`config.mk`:
```
export PLATFORM = sky130hd
export DESIGN_NAME = ps2_key_sequencer
export DESIGN_NICKNAME = d
export VERILOG_FILES = /design/src/rtl/ps2_pkg.sv /design/src/rtl/ps2_event_fifo.sv /design/src/rtl/ps2_key_sequencer.sv
export SDC_FILE = /design/constraint.sdc
export NUM_CORES = 1
export LEC_CHECK = 0
export CAP_MARGIN = 40
export CORE_MARGIN = 1
export CORE_UTILIZATION = 53
export CTS_CLUSTER_SIZE = 12
export DETAILED_ROUTE_END_ITERATION = 8
export PLACE_DENSITY = 0.75
export SKIP_CTS_REPAIR_TIMING = 1
export SLEW_MARGIN = 20
export SYNTH_ARGS = -nofsm -noshare
export SYNTH_HDL_FRONTEND = slang
export SYNTH_HIERARCHICAL = 1
export SYNTH_SLANG_ARGS = --single-unit
```
`constraint.sdc`:
```
create_clock -name CLOCK_50 -period 2.9 [get_ports CLOCK_50]
set_clock_uncertainty 0.15 [all_clocks]
set_input_delay 0.58 -clock CLOCK_50 [delete_from_list [all_inputs] [get_ports CLOCK_50]]
set_output_delay 0.58 -clock CLOCK_50 [all_outputs]
set_load 0.05 [all_outputs]
```
`src/rtl/ps2_pkg.sv`:
```
// Shared scan-code constants, decoder state type and event record for the
// PS/2 key sequencer.
package ps2_pkg;

  localparam logic [7:0] SC_E0     = 8'hE0;
  localparam logic [7:0] SC_E1     = 8'hE1;
  localparam logic [7:0] SC_F0     = 8'hF0;
  localparam logic [7:0] SC_NUL    = 8'h00;
  localparam logic [7:0] SC_BAT    = 8'hAA;
  localparam logic [7:0] SC_ECHO   = 8'hEE;
  localparam logic [7:0] SC_ACK    = 8'hFA;
  localparam logic [7:0] SC_RESEND = 8'hFE;
  localparam logic [7:0] SC_ERR    = 8'hFF;
  localparam logic [7:0] SC_SPACE  = 8'h29;
  localparam logic [7:0] SC_UP     = 8'h75;

  // Pause (E1 ...) is eight bytes long; the leading E1 is consumed on entry.
  localparam logic [3:0] SKIP_LEN  = 4'd7;

  typedef enum logic [2:0] {
    IDLE     = 3'd0,
    GOT_E0   = 3'd1,
    GOT_F0   = 3'd2,
    GOT_E0F0 = 3'd3,
    SKIP     = 3'd4
  } ps2_state_t;

  typedef struct packed {
    logic [7:0] code;
    logic       ext;
    logic       brk;
  } ps2_evt_t;

  function automatic logic is_filtered(input logic [7:0] b);
    case (b)
      SC_NUL, SC_BAT, SC_ECHO, SC_ACK, SC_RESEND, SC_ERR: return 1'b1;
      default:                                            return 1'b0;
    endcase
  endfunction

endpackage

```
`src/rtl/ps2_event_fifo.sv`:
```
// Small synchronous FIFO holding completed key events; a push into a full
// queue is taken only when a pop frees a slot in the same cycle.
module ps2_event_fifo
  import ps2_pkg::*;
#(
  parameter int DEPTH = 4
) (
  input  logic     clk,
  input  logic     rst_n,
  input  logic     push,
  input  ps2_evt_t push_data,
  input  logic     pop,
  output logic     full,
  output logic     empty,
  output ps2_evt_t head
);

  localparam int AW = (DEPTH > 2) ? $clog2(DEPTH) : 1;
  localparam logic [AW-1:0] PTR_ONE = AW'(1);
  localparam logic [AW:0]   CNT_ONE = (AW + 1)'(1);
  localparam logic [AW:0]   CNT_MAX = (AW + 1)'(DEPTH);

  ps2_evt_t       mem_r [DEPTH];
  logic [AW-1:0]  wr_ptr_r;
  logic [AW-1:0]  rd_ptr_r;
  logic [AW:0]    count_r;
  logic           wr_en_s;
  logic           rd_en_s;

  assign full  = (count_r == CNT_MAX);
  assign empty = (count_r == '0);
  assign head  = mem_r[rd_ptr_r];

  // Qualify pop/push against occupancy.
  always_comb begin
    rd_en_s = pop && !empty;
    wr_en_s = push && (!full || rd_en_s);
  end

  // Storage, pointers and occupancy.
  always_ff @(posedge clk or negedge rst_n) begin
    if (!rst_n) begin
      wr_ptr_r <= '0;
      rd_ptr_r <= '0;
      count_r  <= '0;
      for (int i = 0; i < DEPTH; i++) begin
        mem_r[i] <= '0;
      end
    end else begin
      if (wr_en_s) begin
        mem_r[wr_ptr_r] <= push_data;
        wr_ptr_r        <= wr_ptr_r + PTR_ONE;
      end
      if (rd_en_s) begin
        rd_ptr_r <= rd_ptr_r + PTR_ONE;
      end
      case ({wr_en_s, rd_en_s})
        2'b10:   count_r <= count_r + CNT_ONE;
        2'b01:   count_r <= count_r - CNT_ONE;
        default: count_r <= count_r;
      endcase
    end
  end

endmodule

```
`src/rtl/ps2_key_sequencer.sv`:
```
// Decodes PS/2 set-2 scan-code bytes into make/break events, queues them and
// tracks the jump keys (Space, Up arrow) as held flags plus a press strobe.
module ps2_key_sequencer
  import ps2_pkg::*;
#(
  parameter int TIMEOUT_CYCLES = 2_500_000,
  parameter int FIFO_DEPTH     = 4
) (
  input  logic       CLOCK_50,
  input  logic       resetn,
  input  logic [7:0] ps2_byte,
  input  logic       ps2_byte_valid,
  output logic       evt_valid,
  input  logic       evt_ready,
  output logic [7:0] evt_code,
  output logic       evt_ext,
  output logic       evt_break,
  output logic       jump_held,
  output logic       jump_pulse,
  output logic       overflow
);

  localparam int TW = $clog2(TIMEOUT_CYCLES + 1);
  localparam logic [TW-1:0] TO_LAST = TW'(TIMEOUT_CYCLES - 1);
  localparam logic [TW-1:0] TO_ONE  = TW'(1);

  ps2_state_t  state_r;
  logic [3:0]  skip_cnt_r;
  logic [TW-1:0] to_cnt_r;
  logic        space_held_r;
  logic        up_held_r;
  logic        jump_held_r;
  logic        jump_pulse_r;
  logic        overflow_r;

  ps2_evt_t    evt_s;
  ps2_evt_t    head_s;
  logic        evt_done_s;
  logic        fifo_full_s;
  logic        fifo_empty_s;
  logic        pop_s;
  logic        space_next_s;
  logic        up_next_s;
  logic        fresh_jump_s;

  assign evt_valid  = !fifo_empty_s;
  assign evt_code   = head_s.code;
  assign evt_ext    = head_s.ext;
  assign evt_break  = head_s.brk;
  assign jump_held  = jump_held_r;
  assign jump_pulse = jump_pulse_r;
  assign overflow   = overflow_r;

  // Event completion and next held-flag values for the current strobe.
  always_comb begin
    evt_s.code   = ps2_byte;
    evt_s.ext    = (state_r == GOT_E0) || (state_r == GOT_E0F0);
    evt_s.brk    = (state_r == GOT_F0) || (state_r == GOT_E0F0);
    evt_done_s   = 1'b0;
    space_next_s = space_held_r;
    up_next_s    = up_held_r;
    fresh_jump_s = 1'b0;
    pop_s        = evt_valid && evt_ready;
    if (ps2_byte_valid && (state_r != SKIP) && !is_filtered(ps2_byte) &&
        (ps2_byte != SC_E0) && (ps2_byte != SC_E1) && (ps2_byte != SC_F0)) begin
      evt_done_s = 1'b1;
    end else begin
      evt_done_s = 1'b0;
    end
    if (evt_done_s && !evt_s.ext && (evt_s.code == SC_SPACE)) begin
      space_next_s = !evt_s.brk;
      fresh_jump_s = !evt_s.brk && !space_held_r;
    end else if (evt_done_s && evt_s.ext && (evt_s.code == SC_UP)) begin
      up_next_s    = !evt_s.brk;
      fresh_jump_s = !evt_s.brk && !up_held_r;
    end else begin
      fresh_jump_s = 1'b0;
    end
  end

  // Decode FSM, prefix/skip timeout, held flags and sticky overflow.
  always_ff @(posedge CLOCK_50 or negedge resetn) begin
    if (!resetn) begin
      state_r      <= IDLE;
      skip_cnt_r   <= 4'd0;
      to_cnt_r     <= '0;
      space_held_r <= 1'b0;
      up_held_r    <= 1'b0;
      jump_held_r  <= 1'b0;
      jump_pulse_r <= 1'b0;
      overflow_r   <= 1'b0;
    end else begin
      space_held_r <= space_next_s;
      up_held_r    <= up_next_s;
      jump_held_r  <= space_next_s || up_next_s;
      jump_pulse_r <= fresh_jump_s;
      if (evt_done_s && fifo_full_s && !pop_s) begin
        overflow_r <= 1'b1;
      end
      if (ps2_byte_valid) begin
        to_cnt_r <= '0;
        if (state_r == SKIP) begin
          skip_cnt_r <= skip_cnt_r - 4'd1;
          if (skip_cnt_r == 4'd1) begin
            state_r <= IDLE;
          end
        end else if (!is_filtered(ps2_byte)) begin
          case (ps2_byte)
            SC_E0: state_r <= GOT_E0;
            SC_F0: begin
              if (state_r == IDLE) begin
                state_r <= GOT_F0;
              end else if (state_r == GOT_E0) begin
                state_r <= GOT_E0F0;
              end
            end
            SC_E1: begin
              state_r    <= SKIP;
              skip_cnt_r <= SKIP_LEN;
            end
            default: state_r <= IDLE;
          endcase
        end
      end else if (state_r != IDLE) begin
        // Abandon a stalled prefix or pause sequence.
        if (to_cnt_r == TO_LAST) begin
          state_r    <= IDLE;
          skip_cnt_r <= 4'd0;
          to_cnt_r   <= '0;
        end else begin
          to_cnt_r <= to_cnt_r + TO_ONE;
        end
      end else begin
        to_cnt_r <= '0;
      end
    end
  end

  ps2_event_fifo #(
    .DEPTH(FIFO_DEPTH)
  ) u_fifo (
    .clk      (CLOCK_50),
    .rst_n    (resetn),
    .push     (evt_done_s),
    .push_data(evt_s),
    .pop      (pop_s),
    .full     (fifo_full_s),
    .empty    (fifo_empty_s),
    .head     (head_s)
  );

endmodule

```
# Word-level counts from Yosys, hierarchy flattened
# Cells that the tools add are included.
[word_totals] rom_bits=0 reg_bits=81 latch_bits=0 in_bits=12 n_memories=0 ram_bits=0 word_cells=134 out_inout_bits=14
[op_classes] n_reduce_logical=39 bitwise_logic=2 n_mul=0 div=0 add_sub_neg=6 n_lt_le_gt_ge=3 muxes=34 eq_ne=27 n_shift=0
[op_table] op="two-way mux 22 bit" n=3
[op_table] op="== test 8 bit, second input constant" n=8
[op_table] op="bitwise mux 40 bit" n=1
[op_table] op="two-way mux 10 bit" n=3
[op_table] op="two-way mux 3 bit" n=8
[op_table] op="two-way mux 4 bit" n=6
[op_table] op="!= test 8 bit, second input constant" n=3
[op_table] op="adder 22 x 1 -> 22 bit, second input constant" n=1
[op_table] op="== test 22 bit, second input constant" n=1
[op_table] op="binary-select mux 10 bit (select 2 bit)" n=1
[op_table] op="demux 10 bit (select 2 bit)" n=1
[op_table] op="logical AND 1 bit" n=17
[op_table] op="two-way mux 1 bit" n=9
[op_table] op="case mux 3 bit (3 select lines)" n=1
[op_table] op="== test 8 x 6 -> 1 bit, second input constant" n=1
[op_table] op="== test 8 x 7 -> 1 bit, second input constant" n=1
[op_table] op="logical NOT 1 bit" n=8
[op_table] op="logical NOT 8 bit" n=1
[op_table] op="== test 3 x 2 -> 1 bit, second input constant" n=2
[op_table] op="== test 3 bit, second input constant" n=2
[op_table] op=">= comparator 3 bit, second input constant" n=2
[op_table] op="logical NOT 3 bit" n=2
[op_table] op="!= test 3 bit, second input constant" n=2
[op_table] op="NOT 2 -> 3 bit" n=2
[op_table] op="19 further kinds" n=25

# Logic depth before layout (Yosys ltp)
[logic_depth] depth_word=14 mapped_depth=12

# Hierarchy
# Netlist, hierarchy kept.
[modules_own_cells] mod="ps2_event_fifo" instances=1 seq_area_each_um2=1176.1 cells_per_inst=133 area_each_um2=2137.0
[modules_own_cells] mod="ps2_key_sequencer" instances=1 seq_area_each_um2=850.8 cells_per_inst=217 area_each_um2=1996.9

# Least setup slack after synthesis
# OpenSTA, ideal clock, no wires.
[synth_path] path_type="input to register" startpoint="in ps2_byte[1]" endpoint="reg u_fifo.count_r[2]" path_slack_ns=0.068 t_required_ns=2.671 stages=11 arrival_time_ns=2.603 cell_sequence="or4_1 -> nand2_1 -> o21ai_0 -> and2_1 -> or2b_2 -> ha_1 -> inv_1 -> fa_1 -> xor2_1 -> nor2_1 -> xor2_1"
[synth_via] elab_chain_len=12 elab_cells_between_ends=22 cone_classes="eq/ne (10); mux (3); reduce/logical (9)"
[synth_lines] element="from (decl)" line_no="ps2_key_sequencer.sv:11" rtl="input logic [7:0] ps2_byte,"
[synth_lines] element="== test 8 bit or logical NOT 8 bit (tied branches)" line_no="ps2_pkg.sv:35" rtl="case (b)"
[synth_lines] element="OR reduction 6 bit" line_no="ps2_pkg.sv:35"
[synth_lines] element="two-way mux 1 bit" line_no="ps2_pkg.sv:35"
[synth_lines] element="logical NOT 1 bit" line_no="ps2_key_sequencer.sv:64" rtl="if (ps2_byte_valid && (state_r != SKIP) && !is_filtered(ps2_byte) &&"
[synth_lines] element="logical AND 1 bit (2 in series)" line_no="ps2_key_sequencer.sv:64"
[synth_lines] element="logical AND 1 bit" line_no="ps2_key_sequencer.sv:65" rtl="(ps2_byte != SC_E0) && (ps2_byte != SC_E1) && (ps2_byte != SC_F0)) begin"
[synth_lines] element="logical AND 1 bit (*)" line_no="ps2_key_sequencer.sv:65"
[synth_lines] element="two-way mux 1 bit (*)" line_no="ps2_key_sequencer.sv:64"
[synth_lines] element="net evt_done_s" line_no="ps2_key_sequencer.sv:38" rtl="logic evt_done_s;"
[synth_lines] element="logical AND 1 bit (*)" line_no="ps2_event_fifo.sv:37" rtl="wr_en_s = push && (!full || rd_en_s);"
[synth_lines] element="== test 2 x 1 -> 1 bit or == test 2 bit (tied branches)" line_no="ps2_event_fifo.sv:57" rtl="case ({wr_en_s, rd_en_s})"
[synth_lines] element="case mux 3 bit (2 select lines) or nonzero test 2 bit (tied branches)"
[synth_lines] element="to (signal assigned)" line_no="ps2_event_fifo.sv:58" rtl="2'b10: count_r <= count_r + CNT_ONE;"
[synth_lines] element="to (signal assigned)" line_no="ps2_event_fifo.sv:59" rtl="2'b01: count_r <= count_r - CNT_ONE;"
[synth_lines] element="to (signal assigned)" line_no="ps2_event_fifo.sv:60" rtl="default: count_r <= count_r;"
[synth_lines] element="to (decl)" line_no="ps2_event_fifo.sv:26" rtl="logic [AW:0] count_r;"
# The timed path passes the listed nets; every way through them passes the cells marked *.
# A chain may end at the register's enable or synchronous reset.

# Final worst setup path
[layout_path] startpoint="reg state_r[1]" endpoint="reg u_fifo.count_r[2]"
[layout_via] elab_chain_len=10 elab_cells_between_ends=12 cone_classes="eq/ne (3); mux (2); reduce/logical (7)"
[layout_lines] element="from (decl)" line_no="ps2_key_sequencer.sv:27" rtl="ps2_state_t state_r;"
[layout_lines] element="from (signal assigned)" line_no="ps2_key_sequencer.sv:84" rtl="state_r <= IDLE;"
[layout_lines] element="from (signal assigned)" line_no="ps2_key_sequencer.sv:105" rtl="state_r <= IDLE;"
[layout_lines] element="from (signal assigned)" line_no="ps2_key_sequencer.sv:109" rtl="SC_E0: state_r <= GOT_E0;"
[layout_lines] element="!= test 3 bit (*)" line_no="ps2_key_sequencer.sv:64"
[layout_lines] element="logical AND 1 bit (*) (3 in series)" line_no="ps2_key_sequencer.sv:64"
[layout_lines] element="logical AND 1 bit (*) (2 in series)" line_no="ps2_key_sequencer.sv:65"
[layout_lines] element="two-way mux 1 bit (*)" line_no="ps2_key_sequencer.sv:64"
[layout_lines] element="net evt_done_s" line_no="ps2_key_sequencer.sv:38"
[layout_lines] element="logical AND 1 bit (*)" line_no="ps2_event_fifo.sv:37"
[layout_lines] element="== test 2 x 1 -> 1 bit or == test 2 bit (tied branches)" line_no="ps2_event_fifo.sv:57"
[layout_lines] element="case mux 3 bit (2 select lines) or nonzero test 2 bit (tied branches)"
# Marked as above.

==> reports/metrics.csv <==
stage;metric;value;unit
outcome;status;complete, no violations;
flow_run;drv_cap;0;
layout;final_common_cell;dfrtp_1;
synthesis;synth_flop_cell;dfrtp_1;
grt;use_met2;0.359;
route;vias;2891;
grt;antenna_found_initial;0;
floorplanning;core_area;7410;sq um
grt;grt_usage;0.230;
layout;antenna_cells;0;
route;detail-route-antenna-nets;0;
synthesis;syn-num-nets;371;
layout;final_cell_mix;81 x dfrtp_1, 44 x buf_4, 43 x mux2_2;
pwr;powerDensity;918;nW/um^2
synthesis;synthCells;350;
pwr;intPower;2920;uW
route;wl;8590;um
worst_hold_path;hold_path.class;input pin to asynchronous set/reset pin;
cts;clock_sinks;81;
sta;hold_viol_final;0;
layout;final_core_util;0.685;
route;wl_per_cell;16.5;um
sta;timing.slew.headroom;0.596;
cts;clk-insertion-delay-late;0.36;ns
sta;finalSetupViolCount;0;
layout;syn_to_final_growth;22.7;%
layout;seqCellArea;2030;sq um
pwr;p_sw_frac;0.373;
layout;num-nets-final;438;
cts;cts_made_buffers;9;
sta;tns;0;ns
floorplanning;num_io_pins;26;
sta;max_freq;0.361;GHz
pwr;p_leak;0.00219;uW
worst_setup_path;max_stage_delay;0.50;ns
synthesis;postSynth.asyncResetShare;1.00;
route;vias_per_cell;5.55;
pwr;p_sw;1740;uW
synthesis;synth.cell_area;4130;sq um
worst_setup_path;worst-setup-path-type;register to register;
synthesis;seq_area_frac_synth;0.490;
worst_setup_path;cp_max_fo;6;
worst_setup_path;end_kind;register;
sta;min_period_over_period;0.954;
floorplanning;rows;31;
floorplanning;dieArea;8160;sq um
grt;grt_use_met1;0.321;
placement;port_buffers;25;
floorplanning;chipHeight;90.3;um
grt;grt-busiest-layer;met2;
layout;multiInputGateArea;2050;sq um
route;first_pass_iters;5;
worst_setup_path;path_cells;or3b_2, nand2_1, a31oi_4, and2_4, or2b_4, ha_4, inv_2, fa_2, xor2_1, nor2_1, xor2_1;
worst_setup_path;arrival;2.90;ns
grt;grt_pass1_wl;14500;um
cts;cts_max_level;3;
layout;fillers;515;
cts;cts_buffer_depth;2;
route;drc;0;
sta;layout_min_cycle_time;2.77;ns
layout;final_area;5070;sq um
grt;grt_start_max_net_pins;47;
cts;cts_tree;built;
floorplanning;die_x;90.3;um
synthesis;synth_seq_cells;81;
grt;grtUsageMet3;0.0606;
placement;place_area;4780;sq um
synthesis;synth_edf_count;0;
cts;clk_pin_slew_worst_paths;0.09;ns
sta;tightestPinTransition;0.606;ns
worst_setup_path;crit_top_cell;xor2_1;
route;first_iter_violations;186;
grt;grt_pass1_vias;2932;
synthesis;synth_area_per_cell;11.8;sq um
synthesis;ys_warn_count;6;
worst_setup_path;crit_path_start_kind;register;
pwr;ir_drop;695;uV
sta;report.final.slew_viol_count;0;
sta;rsz0062_at_grt;false;
floorplanning;initial_core_util;0.558;
grt;grt_overflow_total;0;
worst_setup_path;required;3.03;ns
pwr;p_seq_frac;0.369;
worst_setup_path;slowest_stage;or3b_2;
pwr;power_frac_comb;0.438;
pwr;p_clk_frac;0.193;
layout;final_layout_size_suffix_gt1_frac;0.341;
synthesis;synth.distinct_cells;57;
cts;root_buffer;clkbuf_8;
placement;gp_congestion;0.873;
placement;hpwl;6010;um
## sequential cells by signal, summed over array words and instances, names as in the netlist
name             count
jump_held            1
jump_pulse           1
overflow             1
skip_cnt_r           4
space_held_r         1
state_r              3
to_cnt_r            22
u_fifo/count_r       3
u_fifo/mem_r        40
u_fifo/rd_ptr_r      2
u_fifo/wr_ptr_r      2
up_held_r            1
## through the flow
| stage | power (uW) | instances | setup slack [ns] | hold slack [ns] |
|---|---|---|---|---|
| floorplan | 3130 | 350 | 0.0679 | 0.134 |
| global placement | 3690 | 504 | -0.383 | 0.292 |
| detailed placement | 3780 | 504 | -0.442 | 0.300 |
| CTS | 4660 | 520 | -0.0880 | 0.0967 |
| global route | 4900 | 521 | 0.0307 | 0.101 |
| finish | 4660 | 521 | 0.134 | 0.0625 |
## area by class of cell
| class | instances | area share |
|---|---|---|
| Inverter | 18 | 0.0133 |
| Sequential cell | 81 | 0.400 |
| Timing Repair Buffer | 63 | 0.116 |
| Multi-Input combinational cell | 244 | 0.405 |
| Clock buffer | 10 | 0.0252 |
| Clock inverter | 6 | 0.0163 |
| Tap cell | 99 | 0.0244 |
## Yosys cell counts (4+ instances only)
| master | instances | area [sq um] |
|---|---|---|
| a21oi_1 | 8 | 40.0 |
| ha_1 | 8 | 100 |
| nor2_1 | 31 | 116 |
| nand3_1 | 6 | 30.0 |
| nand2_1 | 27 | 101 |
| nand4_1 | 6 | 37.5 |
| xnor2_1 | 19 | 166 |
| xor2_1 | 7 | 61.3 |
| nor3_1 | 9 | 45.0 |
| nor4_1 | 4 | 25.0 |
| mux4_2 | 10 | 225 |
| nor2_2 | 4 | 25.0 |
| and3_1 | 4 | 25.0 |
| mux2_2 | 43 | 484 |
| dfrtp_1 | 81 | 2030 |
| nor2b_1 | 5 | 31.3 |
| inv_1 | 18 | 67.6 |
## metal layers
layer,routed length (um),vias up
met4,129,0
li1,-,1393
met5,0,-
met1,3990,1443
met2,4170,44
met3,302,11
## power by group through the flow
stage / combinational [uW] / sequential, uW / clock [uW]
2_1_floorplan: 1460 / 1670 / 0
3_3_place_gp: 1970 / 1710 / 0
3_5_place_dp: 2030 / 1740 / 0
4_1_cts: 2040 / 1720 / 905
5_1_grt: 2170 / 1760 / 973
6_report: 2040 / 1720 / 900
## worst max-delay path, delay by kind of cell (launching register included)
family | cells | cell delay [ns]
xor+xnor | 2 | 0.31
compound gates | 1 | 0.05
fa+ha+maj | 2 | 0.51
buf+inv | 1 | 0.04
flops | 1 | 0.45
simple gates | 5 | 1.19
## logic make-up (layout without fill, tap and decap cells)
group / after synthesis / in the layout / synth area share
and+or+nand+nor: 124 / 124 / 0.172
DFF: 81 / 81 / 0.490
muxes: 54 / 54 / 0.174
AOI/OAI and AO/OA: 31 / 31 / 0.0539
xor gates and xnor gates: 26 / 26 / 0.0551
buffers and inverters: 25 / 97 / 0.0260
adders and majority gates: 9 / 9 / 0.0291
## path summary, 6_finish.rpt
path                                         from                       endpoint  slack, ns  cells after the start
min                                        resetn      skip_cnt_r[0]$_DFFE_PN0P_       0.06                      1
max in group asynchronous                  resetn   u_fifo/mem_r[24]$_DFFE_PN0P_       1.93                      2
max                        state_r[1]$_DFFE_PN0P_  u_fifo/count_r[2]$_DFFE_PN0P_       0.13                     11
min reg2reg                 to_cnt_r[0]$_DFF_PN0_          to_cnt_r[0]$_DFF_PN0_       0.30                      1
min in group CLOCK_50       to_cnt_r[0]$_DFF_PN0_          to_cnt_r[0]$_DFF_PN0_       0.30                      1
max reg2reg                state_r[1]$_DFFE_PN0P_  u_fifo/count_r[2]$_DFFE_PN0P_       0.13                     11
No activity file was read; power rests on OpenSTA's default activity.
